--- config.mk ---
export PLATFORM = sky130hd
export DESIGN_NAME = sel_ctrl
export DESIGN_NICKNAME = d
export VERILOG_FILES = /design/src/rtl/sel_ctrl.sv
export SDC_FILE = /design/constraint.sdc
export NUM_CORES = 1
export LEC_CHECK = 0
export CAP_MARGIN = 20
export CORE_MARGIN = 5
export CORE_UTILIZATION = 30
export CTS_BUF_LIST = sky130_fd_sc_hd__clkbuf_2 sky130_fd_sc_hd__clkbuf_4 sky130_fd_sc_hd__clkbuf_8
export DETAILED_ROUTE_END_ITERATION = 7
export MAX_ROUTING_LAYER = met4
export PLACE_DENSITY = 0.52
export SLEW_MARGIN = 25
export SYNTH_ARGS = -nofsm -noshare
export SYNTH_HDL_FRONTEND = slang
export SYNTH_SLANG_ARGS = --single-unit
export TNS_END_PERCENT = 100
--- constraint.sdc ---
create_clock -name clk -period 2.45 [get_ports clk]
set_input_delay 0.6125 -clock clk [delete_from_list [all_inputs] [get_ports clk]]
set_output_delay 0.6125 -clock clk [all_outputs]
set_load 0.01 [all_outputs]
--- src/rtl/sel_ctrl.sv ---
// Tournament chooser controller: picks between two component predictions using a
// saturating chooser table, and trains it as branches resolve. Optional stats via SEL_CTRL_STAT_EN.
module sel_ctrl #(
    parameter int ADDR_W = 10,
    parameter int CNT_W  = 2,
    parameter int DEPTH  = 4
) (
    input  logic                      clk,
    input  logic                      reset_n,
    input  logic                      flush,
    input  logic                      pred_valid,
    output logic                      pred_ready,
    input  logic [ADDR_W-1:0]         pred_idx,
    input  logic                      p0_taken,
    input  logic                      p1_taken,
    output logic                      final_valid,
    output logic                      final_taken,
    output logic                      final_sel,
    input  logic                      res_valid,
    output logic                      res_ready,
    input  logic                      res_taken,
    output logic [$clog2(DEPTH):0]    inflight,
    output logic [ADDR_W-1:0]         tab_addr,
    input  logic [CNT_W-1:0]          tab_rd_data,
    output logic                      tab_up_en,
    output logic [CNT_W-1:0]          tab_up_data
`ifdef SEL_CTRL_STAT_EN
    ,
    output logic [15:0]               stat_res,
    output logic [15:0]               stat_mis
`endif
);

    localparam int PTR_W = $clog2(DEPTH);
    localparam logic [PTR_W:0] FULL_CNT = (PTR_W+1)'(DEPTH);
    localparam logic [CNT_W:0] CNT_MAX = {1'b0, {CNT_W{1'b1}}};

    logic [ADDR_W-1:0] q_idx [DEPTH];
    logic              q_p0  [DEPTH];
    logic              q_p1  [DEPTH];

    logic [PTR_W-1:0]  wr_ptr;
    logic [PTR_W-1:0]  rd_ptr;
    logic [PTR_W:0]    count;

    logic              do_res;
    logic              do_pred;
    logic              sel;
    logic              pick;
    logic [CNT_W:0]    inc_wide;
    logic [CNT_W:0]    dec_wide;

    assign inflight = count;

    // Arbitration for the single table port plus the saturating counter update.
    always_comb begin
        res_ready   = !flush && (count != '0);
        do_res      = res_valid && res_ready;
        pred_ready  = !flush && (count != FULL_CNT) && !do_res;
        do_pred     = pred_valid && pred_ready;
        sel         = tab_rd_data[CNT_W-1];
        pick        = sel ? p1_taken : p0_taken;
        inc_wide    = {1'b0, tab_rd_data} + (CNT_W+1)'(1);
        dec_wide    = {1'b0, tab_rd_data} - (CNT_W+1)'(1);
        tab_addr    = pred_idx;
        tab_up_en   = 1'b0;
        tab_up_data = tab_rd_data;
        if (do_res) begin
            tab_addr = q_idx[rd_ptr];
            if (q_p0[rd_ptr] != q_p1[rd_ptr]) begin
                tab_up_en = 1'b1;
                if (q_p1[rd_ptr] == res_taken) begin
                    tab_up_data = (inc_wide > CNT_MAX) ? {CNT_W{1'b1}} : inc_wide[CNT_W-1:0];
                end else begin
                    tab_up_data = dec_wide[CNT_W] ? '0 : dec_wide[CNT_W-1:0];
                end
            end
        end
    end

    // Queue payload needs no reset: only entries below the occupancy count are ever read.
    always_ff @(posedge clk) begin
        if (do_pred) begin
            q_idx[wr_ptr] <= pred_idx;
            q_p0[wr_ptr]  <= p0_taken;
            q_p1[wr_ptr]  <= p1_taken;
        end
    end

    // Pointers, occupancy and the registered final prediction.
    always_ff @(posedge clk or negedge reset_n) begin
        if (!reset_n) begin
            wr_ptr      <= '0;
            rd_ptr      <= '0;
            count       <= '0;
            final_valid <= 1'b0;
            final_taken <= 1'b0;
            final_sel   <= 1'b0;
        end else if (flush) begin
            wr_ptr      <= '0;
            rd_ptr      <= '0;
            count       <= '0;
            final_valid <= 1'b0;
        end else begin
            final_valid <= do_pred;
            if (do_pred) begin
                final_taken <= pick;
                final_sel   <= sel;
                wr_ptr      <= wr_ptr + PTR_W'(1);
                count       <= count + (PTR_W+1)'(1);
            end else if (do_res) begin
                rd_ptr      <= rd_ptr + PTR_W'(1);
                count       <= count - (PTR_W+1)'(1);
            end
        end
    end

`ifdef SEL_CTRL_STAT_EN
    logic q_tk [DEPTH];

    always_ff @(posedge clk) begin
        if (do_pred) begin
            q_tk[wr_ptr] <= pick;
        end
    end

    // Saturating resolution and misprediction counters.
    always_ff @(posedge clk or negedge reset_n) begin
        if (!reset_n) begin
            stat_res <= '0;
            stat_mis <= '0;
        end else if (flush) begin
            stat_res <= '0;
            stat_mis <= '0;
        end else if (do_res) begin
            if (stat_res != 16'hFFFF) begin
                stat_res <= stat_res + 16'd1;
            end
            if ((q_tk[rd_ptr] != res_taken) && (stat_mis != 16'hFFFF)) begin
                stat_mis <= stat_mis + 16'd1;
            end
        end
    end
`endif

endmodule

==> impl_metrics.py, run 1 <==
metrics = {
    "outcome": {
        "outcome": "finished, violations left",
        "failed_checks": "setup timing",
    },
    "synth": {
        "synth_warnings": 0,
        "async_flop_share_pct": 17.2,
        "ys_seq_area_share_pct": 66.9,
        "syn_area_um2": 2530,
        "syn_nets": 167,
        "syn_avg_cell_area_um2": 17.8,
        "synth_seq_cells": 58,
        "netlist_instances": 142,
        "synth.most_common_cell": "edfxtp_1",
        "ys.flop_type": "edfxtp_1",
        "synth.distinct_cells": 32,
        "synth_top_area_cell": "edfxtp_1",
        "synth-edff-count": 48,
        "synth_area_leaders": "edfxtp_1 (57%), mux4_2 (11%), dfrtp_1 (9.9%)",
        "synth_common_cells": "edfxtp_1 (48), mux2_2 (12), mux4_2 (12)",
        "synth.top_cell.area_share_pct": 57.0,
    },
    "worst_setup_path": {
        "start_kind": "register",
        "cp-end-kind": "output pin",
        "crit_chain": "mux4_2 -> xor2_2 -> buf_4 -> o2111ai_2 -> o211ai_1 -> buf_2",
        "critPathSlowestCell": "mux4_2",
        "worstSetupPathType": "reg2out",
        "cp-startpoint": "rd_ptr[0]$_DFFE_PN0P_",
        "cp.required_ns": 1.84,
        "crit_fanout": 4,
        "arrival_ns": 2.06,
        "critPathMaxStageDelay_ns": 0.59,
        "r2r_start": "inflight[2]$_DFFE_PN0P_",
    },
    "global_route": {
        "track_usage_pct": 12.6,
        "antenna_found_initial": 0,
        "grt_max_degree": 11,
        "grt_pass1_vias": 1851,
        "gr-total-overflow": 0,
        "grt_first_pass_wirelength_um": 9310,
    },
    "clocking": {
        "clk_pin_slew_worst_paths_ns": 0.06,
        "clock_sinks": 58,
        "cts_buffers": 9,
        "holdBufCountCts": 0,
        "clock_path_buffers": 2,
        "cts_root_buffer": "clkbuf_8",
        "clock_latency_ns": 0.32,
        "cts_max_level": 3,
        "cts_tree": "built",
    },
    "floorplanning": {
        "die_h_um": 102,
        "die_w_um": 102,
        "initial_core_util_pct": 30.8,
        "die-area_um2": 10400,
        "core_area_um2": 8220,
        "rows": 33,
        "ios": 41,
    },
    "route": {
        "final_antenna_net_count": 0,
        "routed_wl_um": 5740,
        "num_vias": 1608,
        "viasPerCell": 4.61,
        "drc": 0,
        "routedWlPerCell_um": 16.5,
        "drtIter0Drc": 58,
        "firstDrtPassIters": 4,
    },
    "timing": {
        "max_freq_ghz": 0.375,
        "tightestPinTransition_ns": 0.483,
        "fin_crit_ns": 2.67,
        "setup_ws_ns": -0.218,
        "rsz0062_at_grt": "yes",
        "drv_slew": 0,
        "maxSlewHeadroom_pct": 67.7,
        "finalHoldViolCount": 0,
        "tns_ns": -1.16,
        "skew_ns": 0.00481,
        "fin_hold_ws_ns": 0.514,
        "period_share_pct": 109,
        "finalSetupViolCount": 12,
    },
    "cells_and_area": {
        "nets": 264,
        "multi_input_area_um2": 821,
        "insertedDiodeCount": 0,
        "area_growth_pct": 48.2,
        "seq_area_um2": 1690,
        "fillCellCount": 718,
        "layout-drive-gt1-share_pct": 46.7,
    },
    "place": {
        "post-place-ws_ns": -0.499,
        "io_buffers": 40,
        "place.gp.congestion": 0.870,
        "hpwl_um": 3930,
    },
    "worst_hold_path": {
        "hp-class": "reg2reg",
        "min_from": "final_sel$_DFFE_PN0P_",
    },
    "run": {
        "drv_cap": 0,
    },
    "power": {
        "leakage_nw": 1.45,
        "vdd_drop_max_uv": 375,
        "power.density_nw_per_um2": 824,
    },
}
layer usage:
layer  share of wire [%]  track usage (%)  vias up
li1                    -                -      748
met1                  41             13.5      805
met2                  52             21.1       44
met3                 5.2             3.51       11
met4                 1.7             6.44        0
met5                   0                -        -
final cells by class:
| class | count | area share (%) |
|---|---|---|
| sequential | 58 | 45.2 |
| timing repair buffer | 93 | 23.5 |
| multi-input combinational | 69 | 21.9 |
| clock buffer | 12 | 3.91 |
| tap | 105 | 3.51 |
| clock inverter | 4 | 1.14 |
| inverter | 8 | 0.802 |
cells in the final DEF, fill, tap and decap left out, drive strengths merged:
| master | count |
|---|---|
| dfrtp | 10 |
| mux4 | 12 |
| clkbuf | 12 |
| or3 | 1 |
| o21a | 1 |
| nor2 | 4 |
| inv | 8 |
| dlygate4sd2 | 4 |
| fa | 1 |
| a21oi | 2 |
| ha | 4 |
| bufinv | 1 |
| edfxtp | 48 |
| clkinv | 3 |
| xor2 | 2 |
| nor3 | 2 |
| nand4 | 3 |
| o21ai | 2 |
| nand2 | 2 |
| clkdlybuf4s50 | 23 |
| buf | 66 |
| and2 | 6 |
| o211ai | 2 |
| o21bai | 1 |
| o31ai | 1 |
| o2111ai | 1 |
| o311a | 1 |
| xnor2 | 2 |
| mux2 | 12 |
| a211oi | 2 |
| and3 | 2 |
| mux2i | 3 |
where the power goes:
group | internal, mW | switching, mW
Combinational | 0.600 | 0.421
Clock | 0.495 | 0.335
Sequential | 1.18 | 0.0531
Total | 2.28 | 0.809
final timing paths:
kind,endpoint,slack [ns],cells after the start
min in group asynchronous,final_sel$_DFFE_PN0P_,0.61,1
max in group asynchronous,rd_ptr[0]$_DFFE_PN0P_,1.48,1
hold / removal,final_sel$_DFFE_PN0P_,0.51,1
hold reg to reg,final_sel$_DFFE_PN0P_,0.51,1
setup / recovery,tab_up_data[0],-0.22,6
setup reg to reg,q_p0[3]$_DFFE_PP_,0.40,6
metrics by stage:
| step | cells | utilization [%] | cell area, µm² | power (mW) |
|---|---|---|---|---|
| CTS | 348 | 45.5 | 3740 | 3.11 |
| floorplan | 142 | - | 2530 | 1.68 |
| finish | 349 | 45.6 | 3740 | 3.09 |
| global placement | 316 | 40.3 | 3310 | 2.06 |
| detailed placement | 316 | 40.3 | 3310 | 2.09 |
| global route | 349 | 45.6 | 3740 | 3.25 |
critical path: cells and delay by family (launching register included):
kind | cells | cell delay, ns
muxes | 1 | 0.59
DFF | 1 | 0.46
buffers and inverters | 2 | 0.31
AOI/OAI and AO/OA | 2 | 0.20
xor gates and xnor gates | 1 | 0.18
logic make-up (layout without fill, tap and decap cells):
| kind of cell | count (synthesis) | count (layout) | synth area share [%] |
|---|---|---|---|
| AND/OR/NAND/NOR | 19 | 20 | 4.31 |
| buffers and inverters | 16 | 117 | 3.27 |
| XOR/XNOR | 4 | 4 | 1.39 |
| AO/OA/AOI/OAI | 13 | 13 | 4.11 |
| multiplexers | 27 | 27 | 17.2 |
| flip-flops | 58 | 58 | 66.9 |
| adder cells (fa/ha/maj) | 5 | 5 | 2.77 |
registers in the layout (all words and copies together), names as in the netlist:
register	flops
inflight	3
wr_ptr	2
q_p0	4
q_p1	4
final_valid	1
final_sel	1
q_idx	40
final_taken	1
rd_ptr	2
repair_timing:
| item | 4_1_cts | 5_1_grt |
|---|---|---|
| resized for setup | 95 | 0 |
| buffers inserted | 15 | 2 |
| pin swaps | 6 | 3 |
| setup endpoints to repair | 15 | 13 |
| cloned | 1 | 0 |
Note: power is estimated with default switching activity, not from simulation.
==> run 2: changes to the inputs <==
--- a/config.mk
+++ b/config.mk
@@ -7,11 +7,10 @@
 export LEC_CHECK = 0
 export CAP_MARGIN = 20
 export CORE_MARGIN = 5
-export CORE_UTILIZATION = 30
+export CORE_UTILIZATION = 39
 export CTS_BUF_LIST = sky130_fd_sc_hd__clkbuf_2 sky130_fd_sc_hd__clkbuf_4 sky130_fd_sc_hd__clkbuf_8
 export DETAILED_ROUTE_END_ITERATION = 7
-export MAX_ROUTING_LAYER = met4
-export PLACE_DENSITY = 0.52
+export PLACE_DENSITY = 0.63
 export SLEW_MARGIN = 25
 export SYNTH_ARGS = -nofsm -noshare
 export SYNTH_HDL_FRONTEND = slang
==> run 2 against run 1 <==
The run still ends with setup timing left. Cell count down 11%. Highest routed layer unchanged. Worst hold slack better by 0.0058 ns. Global-route usage up 1.4 points. Routed wire length down 6.9%. First-iteration DRC count up 47%.
==> impl_metrics.py, run 2 (synthesis results as in run 1) <==
metrics = {
    "worst_hold_path": {
        "hp-class": "reg2reg",
    },
    "cells_and_area": {
        "largest_register_ffs": 40,
        "layout_common_cells": "edfxtp_1 (48), buf_4 (37), clkdlybuf4s50_1 (23)",
        "fillCellCount": 512,
        "multi_input_area_um2": 806,
        "seq_area_um2": 1690,
        "area_growth_pct": 41.1,
        "mostFrequentLayoutCell": "edfxtp_1",
        "nets": 255,
        "layout-drive-gt1-share_pct": 44.9,
        "fin_util_pct": 56.5,
        "top_register": "q_idx",
        "final_cell_area_um2": 3570,
        "reg.largest.list": "q_idx: 40 flops, q_p0: 4 flops, q_p1: 4 flops",
        "insertedDiodeCount": 0,
    },
    "global_route": {
        "grt_max_degree": 12,
        "track_usage_pct": 13.9,
        "globalRouteMet2Util_pct": 24.2,
        "grt_pass1_vias": 1771,
        "antenna_found_initial": 0,
        "gr-total-overflow": 0,
        "met3_usage_pct": 3.83,
        "top_usage_layer": "met2",
        "met1_usage_pct": 16.1,
        "grt_first_pass_wirelength_um": 8830,
    },
    "floorplanning": {
        "rows": 29,
        "die-area_um2": 8190,
        "die_h_um": 90.5,
        "ios": 41,
        "die_w_um": 90.5,
        "core_area_um2": 6310,
        "initial_core_util_pct": 40.0,
    },
    "route": {
        "drtIter0Drc": 85,
        "num_vias": 1546,
        "drc": 0,
        "final_antenna_net_count": 0,
        "routedWlPerCell_um": 17.2,
        "firstDrtPassIters": 4,
        "viasPerCell": 4.97,
        "routed_wl_um": 5340,
    },
    "timing": {
        "setup_ws_ns": -0.176,
        "finalHoldViolCount": 0,
        "max_freq_ghz": 0.381,
        "drv_slew": 0,
        "period_share_pct": 107,
        "maxSlewHeadroom_pct": 66.7,
        "fin_crit_ns": 2.63,
        "rsz0062_at_grt": "yes",
        "finalSetupViolCount": 12,
        "skew_ns": 0.00486,
        "tightestPinTransition_ns": 0.497,
    },
    "run": {
        "drv_cap": 0,
    },
    "outcome": {
        "outcome": "finished, violations left",
        "failed_checks": "setup timing",
    },
    "place": {
        "post-place-ws_ns": -0.489,
        "io_buffers": 40,
        "place.gp.congestion": 0.776,
        "place_area_um2": 3230,
        "hpwl_um": 3620,
    },
    "worst_setup_path": {
        "reg2reg_slack_ns": 0.36,
        "cp-end-kind": "output pin",
        "crit_fanout": 4,
        "arrival_ns": 2.01,
        "worstSetupPathType": "reg2out",
        "cp.required_ns": 1.84,
        "start_kind": "register",
    },
    "clocking": {
        "clock_path_buffers": 2,
        "cts_buffers": 9,
        "clk_pin_slew_worst_paths_ns": 0.07,
        "cts_root_buffer": "clkbuf_8",
        "cts_max_level": 3,
        "clock_sinks": 58,
        "cts_tree": "built",
        "clock_latency_ns": 0.33,
        "holdBufCountCts": 0,
    },
    "power": {
        "power.density_nw_per_um2": 860,
        "vdd_drop_max_uv": 434,
        "leakage_nw": 1.37,
        "finalPower_mw": 3.07,
    },
}
-- run 2: cell count changes in the layout (fill, tap and decap cells not counted), moves of 2 or more --
cell      before  now
buf_12         4    2
buf_2          2    8
buf_4         42   37
buf_6         16   10
buf_8          2    0
clkbuf_4       3    0
mux2_2         4    8
mux2_4         8    4
-- run 2: per-stage QoR --
stage	setup TNS (ns)	instances	hold WS, ns
finish	-1.02	311	0.520
CTS	-1.48	312	0.522
global route	-2.06	311	0.538
global placement	-15.53	282	0.495
floorplan	0	142	0.317
detailed placement	-16.41	282	0.507
-- run 2: path summary, 6_finish.rpt --
path	start	end	depth (start not counted)
max	rd_ptr[0]$_DFFE_PN0P_	tab_up_data[0]	6
min	final_sel$_DFFE_PN0P_	final_sel$_DFFE_PN0P_	1
max reg2reg	inflight[2]$_DFFE_PN0P_	q_idx[2][0]$_DFFE_PP_	6
min reg2reg	final_sel$_DFFE_PN0P_	final_sel$_DFFE_PN0P_	1
max in group asynchronous	reset_n	rd_ptr[0]$_DFFE_PN0P_	1
min in group asynchronous	reset_n	final_sel$_DFFE_PN0P_	1
-- run 2: timing repair --
item,CTS,global route
setup buffers,14,1
endpoints found under the setup margin,15,13
gates cloned,1,0
pin swaps,5,0
resized for setup,78,2
-- run 2: routing by layer --
layer,wire [µm],part of all wire (%)
met5,0,0
met4,88,1.6
met3,123,2.3
met2,2920,55
met1,2210,41
-- run 2: cell type report --
cell class,instances,share of cell area [%]
sequential,58,47.5
multi-input combinational,69,22.6
timing repair buffer,84,20.6
clock buffer,9,3.47
tap,77,2.70
clock inverter,6,2.31
inverter,8,0.842
-- run 2: where the power goes --
part	switching, mW	internal (mW)	leakage (nW)
clock	0.356	0.561	0.106
sequential	0.0468	1.18	0.563
combinational	0.400	0.525	0.705
total	0.803	2.27	1.37
-- run 2: worst max-delay path, stage by stage (launching register included) --
cell and delay [ns]:
dfrtp_2 0.41, mux4_2 0.58, xor2_2 0.19, buf_4 0.16
nand4_1 0.09, o211ai_1 0.11, buf_2 0.16
==> run 3: changes to the inputs <==
--- a/config.mk
+++ b/config.mk
@@ -10,7 +10,7 @@
 export CORE_UTILIZATION = 39
 export CTS_BUF_LIST = sky130_fd_sc_hd__clkbuf_2 sky130_fd_sc_hd__clkbuf_4 sky130_fd_sc_hd__clkbuf_8
 export DETAILED_ROUTE_END_ITERATION = 7
-export PLACE_DENSITY = 0.63
+export PLACE_DENSITY_LB_ADDON = 0.15
 export SLEW_MARGIN = 25
 export SYNTH_ARGS = -nofsm -noshare
 export SYNTH_HDL_FRONTEND = slang
==> run 3 against run 2 <==
The flow still finishes with violations (setup timing). Clock power is 2% higher. Cell count is 3.5% higher. Critical path type unchanged. First-iteration DRC count is 36% higher. Die area stayed put. Maximum frequency is 0.79% lower.
==> impl_metrics.py, run 3 (synthesis results as in run 1) <==
metrics = {
    "route": {
        "routedWlPerCell_um": 17.9,
        "viasPerCell": 5.00,
        "drc": 0,
        "routed_wl_um": 5760,
        "final_antenna_net_count": 0,
        "num_vias": 1611,
        "drtIter0Drc": 116,
        "firstDrtPassIters": 4,
    },
    "global_route": {
        "track_usage_pct": 15.4,
        "grt_pass1_vias": 1838,
        "grt_first_pass_wirelength_um": 9540,
        "grt_max_degree": 13,
        "antenna_found_initial": 0,
        "gr-total-overflow": 0,
    },
    "clocking": {
        "clock_path_buffers": 2,
        "clk_pin_slew_worst_paths_ns": 0.06,
        "cts_buffers": 9,
        "cts_root_buffer": "clkbuf_8",
        "cts_max_level": 3,
        "holdBufCountCts": 0,
        "clock_sinks": 58,
        "cts_tree": "built",
        "clock_latency_ns": 0.33,
    },
    "floorplanning": {
        "die_w_um": 90.5,
        "die_h_um": 90.5,
        "ios": 41,
        "die-area_um2": 8190,
        "initial_core_util_pct": 40.0,
        "rows": 29,
        "core_area_um2": 6310,
    },
    "outcome": {
        "failed_checks": "setup timing",
        "outcome": "finished, violations left",
    },
    "worst_setup_path": {
        "crit_fanout": 4,
        "cp.required_ns": 1.84,
        "r2r_start": "inflight[2]$_DFFE_PN0P_",
        "cp_top_family": "multiplexers",
        "start_kind": "register",
        "arrival_ns": 2.03,
        "cp-startpoint": "rd_ptr[0]$_DFFE_PN0P_",
        "reg2reg_depth": 6,
        "reg2reg_slack_ns": 0.41,
        "crit_chain": "mux4_2 -> xor2_2 -> buf_4 -> nand4_1 -> o211ai_1 -> buf_2",
        "critPathSlowestCell": "mux4_2",
        "critPathMaxStageDelay_ns": 0.57,
        "cp-end-kind": "output pin",
        "reg2reg_to": "q_idx[0][0]$_DFFE_PP_",
        "worstSetupPathType": "reg2out",
        "critPathBufInv": 2,
    },
    "timing": {
        "max_freq_ghz": 0.378,
        "fin_crit_ns": 2.65,
        "tns_ns": -1.86,
        "setup_ws_ns": -0.197,
        "rsz0062_at_grt": "yes",
        "period_share_pct": 108,
        "tightestPinTransition_ns": 0.493,
        "maxSlewHeadroom_pct": 67.1,
        "skew_ns": 0.00788,
        "finalSetupViolCount": 12,
        "drv_slew": 0,
        "finalHoldViolCount": 0,
    },
    "cells_and_area": {
        "area_growth_pct": 48.5,
        "mostFrequentLayoutCell": "edfxtp_1",
        "layout_common_cells": "edfxtp_1 (48), buf_4 (39), clkdlybuf4s50_1 (23), buf_6 (23), mux4_2 (12)",
        "reg.largest.list": "q_idx: 40 flops, q_p0: 4 flops, q_p1: 4 flops",
        "largest_register_ffs": 40,
        "layout-drive-gt1-share_pct": 47.3,
        "final_cell_area_um2": 3750,
        "top_register": "q_idx",
        "fillCellCount": 494,
        "nets": 265,
        "insertedDiodeCount": 0,
    },
    "power": {
        "p_comb_share_pct": 32.7,
        "seq_power_share_pct": 38.3,
        "p_switching_uw": 836,
        "leakage_nw": 1.47,
        "swShare_pct": 26.1,
        "intPower_mw": 2.37,
        "power.density_nw_per_um2": 855,
        "clock_power_share_pct": 29.0,
        "vdd_drop_max_uv": 409,
    },
    "worst_hold_path": {
        "min_from": "final_sel$_DFFE_PN0P_",
        "hp-class": "reg2reg",
        "holdPathEnd": "final_sel$_DFFE_PN0P_",
        "holdPathStages": 1,
    },
    "place": {
        "io_buffers": 40,
        "place.gp.congestion": 0.773,
        "place_area_um2": 3240,
        "hpwl_um": 3640,
    },
    "run": {
        "drv_cap": 0,
    },
}
[run 3: timing repair]
action / 4_1_cts / 5_1_grt
setup endpoints to repair: 15 / 13
buffers inserted: 21 / 3
pin swaps: 5 / 5
resized for setup: 101 / 5
cloned: 1 / 0
[run 3: final cells by class]
class	instances	area, µm²	share of cell area [%]
Sequential cell	58	1690	45.1
Multi-Input combinational cell	69	840	22.4
Timing Repair Buffer	94	882	23.5
Inverter	8	30.0	0.800
Clock inverter	6	81.3	2.17
Clock buffer	10	131	3.50
Tap cell	77	96.3	2.57
[run 3: worst max path at each step]
stage,endpoint,slack [ns],depth (start not counted)
final,tab_up_data[1],-0.20,6
after global routing,tab_up_data[1],-0.30,6
after CTS,tab_up_data[0],-0.24,6
after detailed placement,tab_addr[4],-0.51,4
after global placement,tab_addr[3],-0.47,5
after floorplan,tab_up_data[0],0.03,6
[run 3: per-layer routing]
layer	up-vias	part of all wire [%]	global-route usage (%)
li1	747	-	-
met1	808	41	18.8
met2	43	53	25.7
met3	13	3.9	3.25
met4	0	1.6	7.44
met5	-	0	0
[run 3: power by group through the flow]
stage | clock [mW] | combinational [mW] | sequential [mW]
final | 0.932 | 1.05 | 1.23
after detailed placement | 0 | 0.828 | 1.25
after floorplan | 0 | 0.425 | 1.26
after global routing | 1.01 | 1.13 | 1.24
after CTS | 0.958 | 1.05 | 1.23
after global placement | 0 | 0.810 | 1.24
[run 3: worst register-to-register path, stage by stage, from the launching register on]
cell      delay, ns
dfrtp_1        0.39
or3_4          0.42
buf_4          0.17
a211oi_4       0.25
buf_4          0.17
and2_1         0.17
buf_4          0.18
[run 3: per-stage QoR]
stage	worst slack (ns)	std cells	total power [mW]	hold slack, ns	util, %
after floorplan	0.0277	142	1.68	0.317	-
after global placement	-0.468	283	2.05	0.503	51.3
after detailed placement	-0.507	283	2.08	0.509	51.3
after CTS	-0.243	321	3.24	0.529	59.3
after global routing	-0.298	322	3.38	0.546	59.5
final	-0.197	322	3.21	0.521	59.5
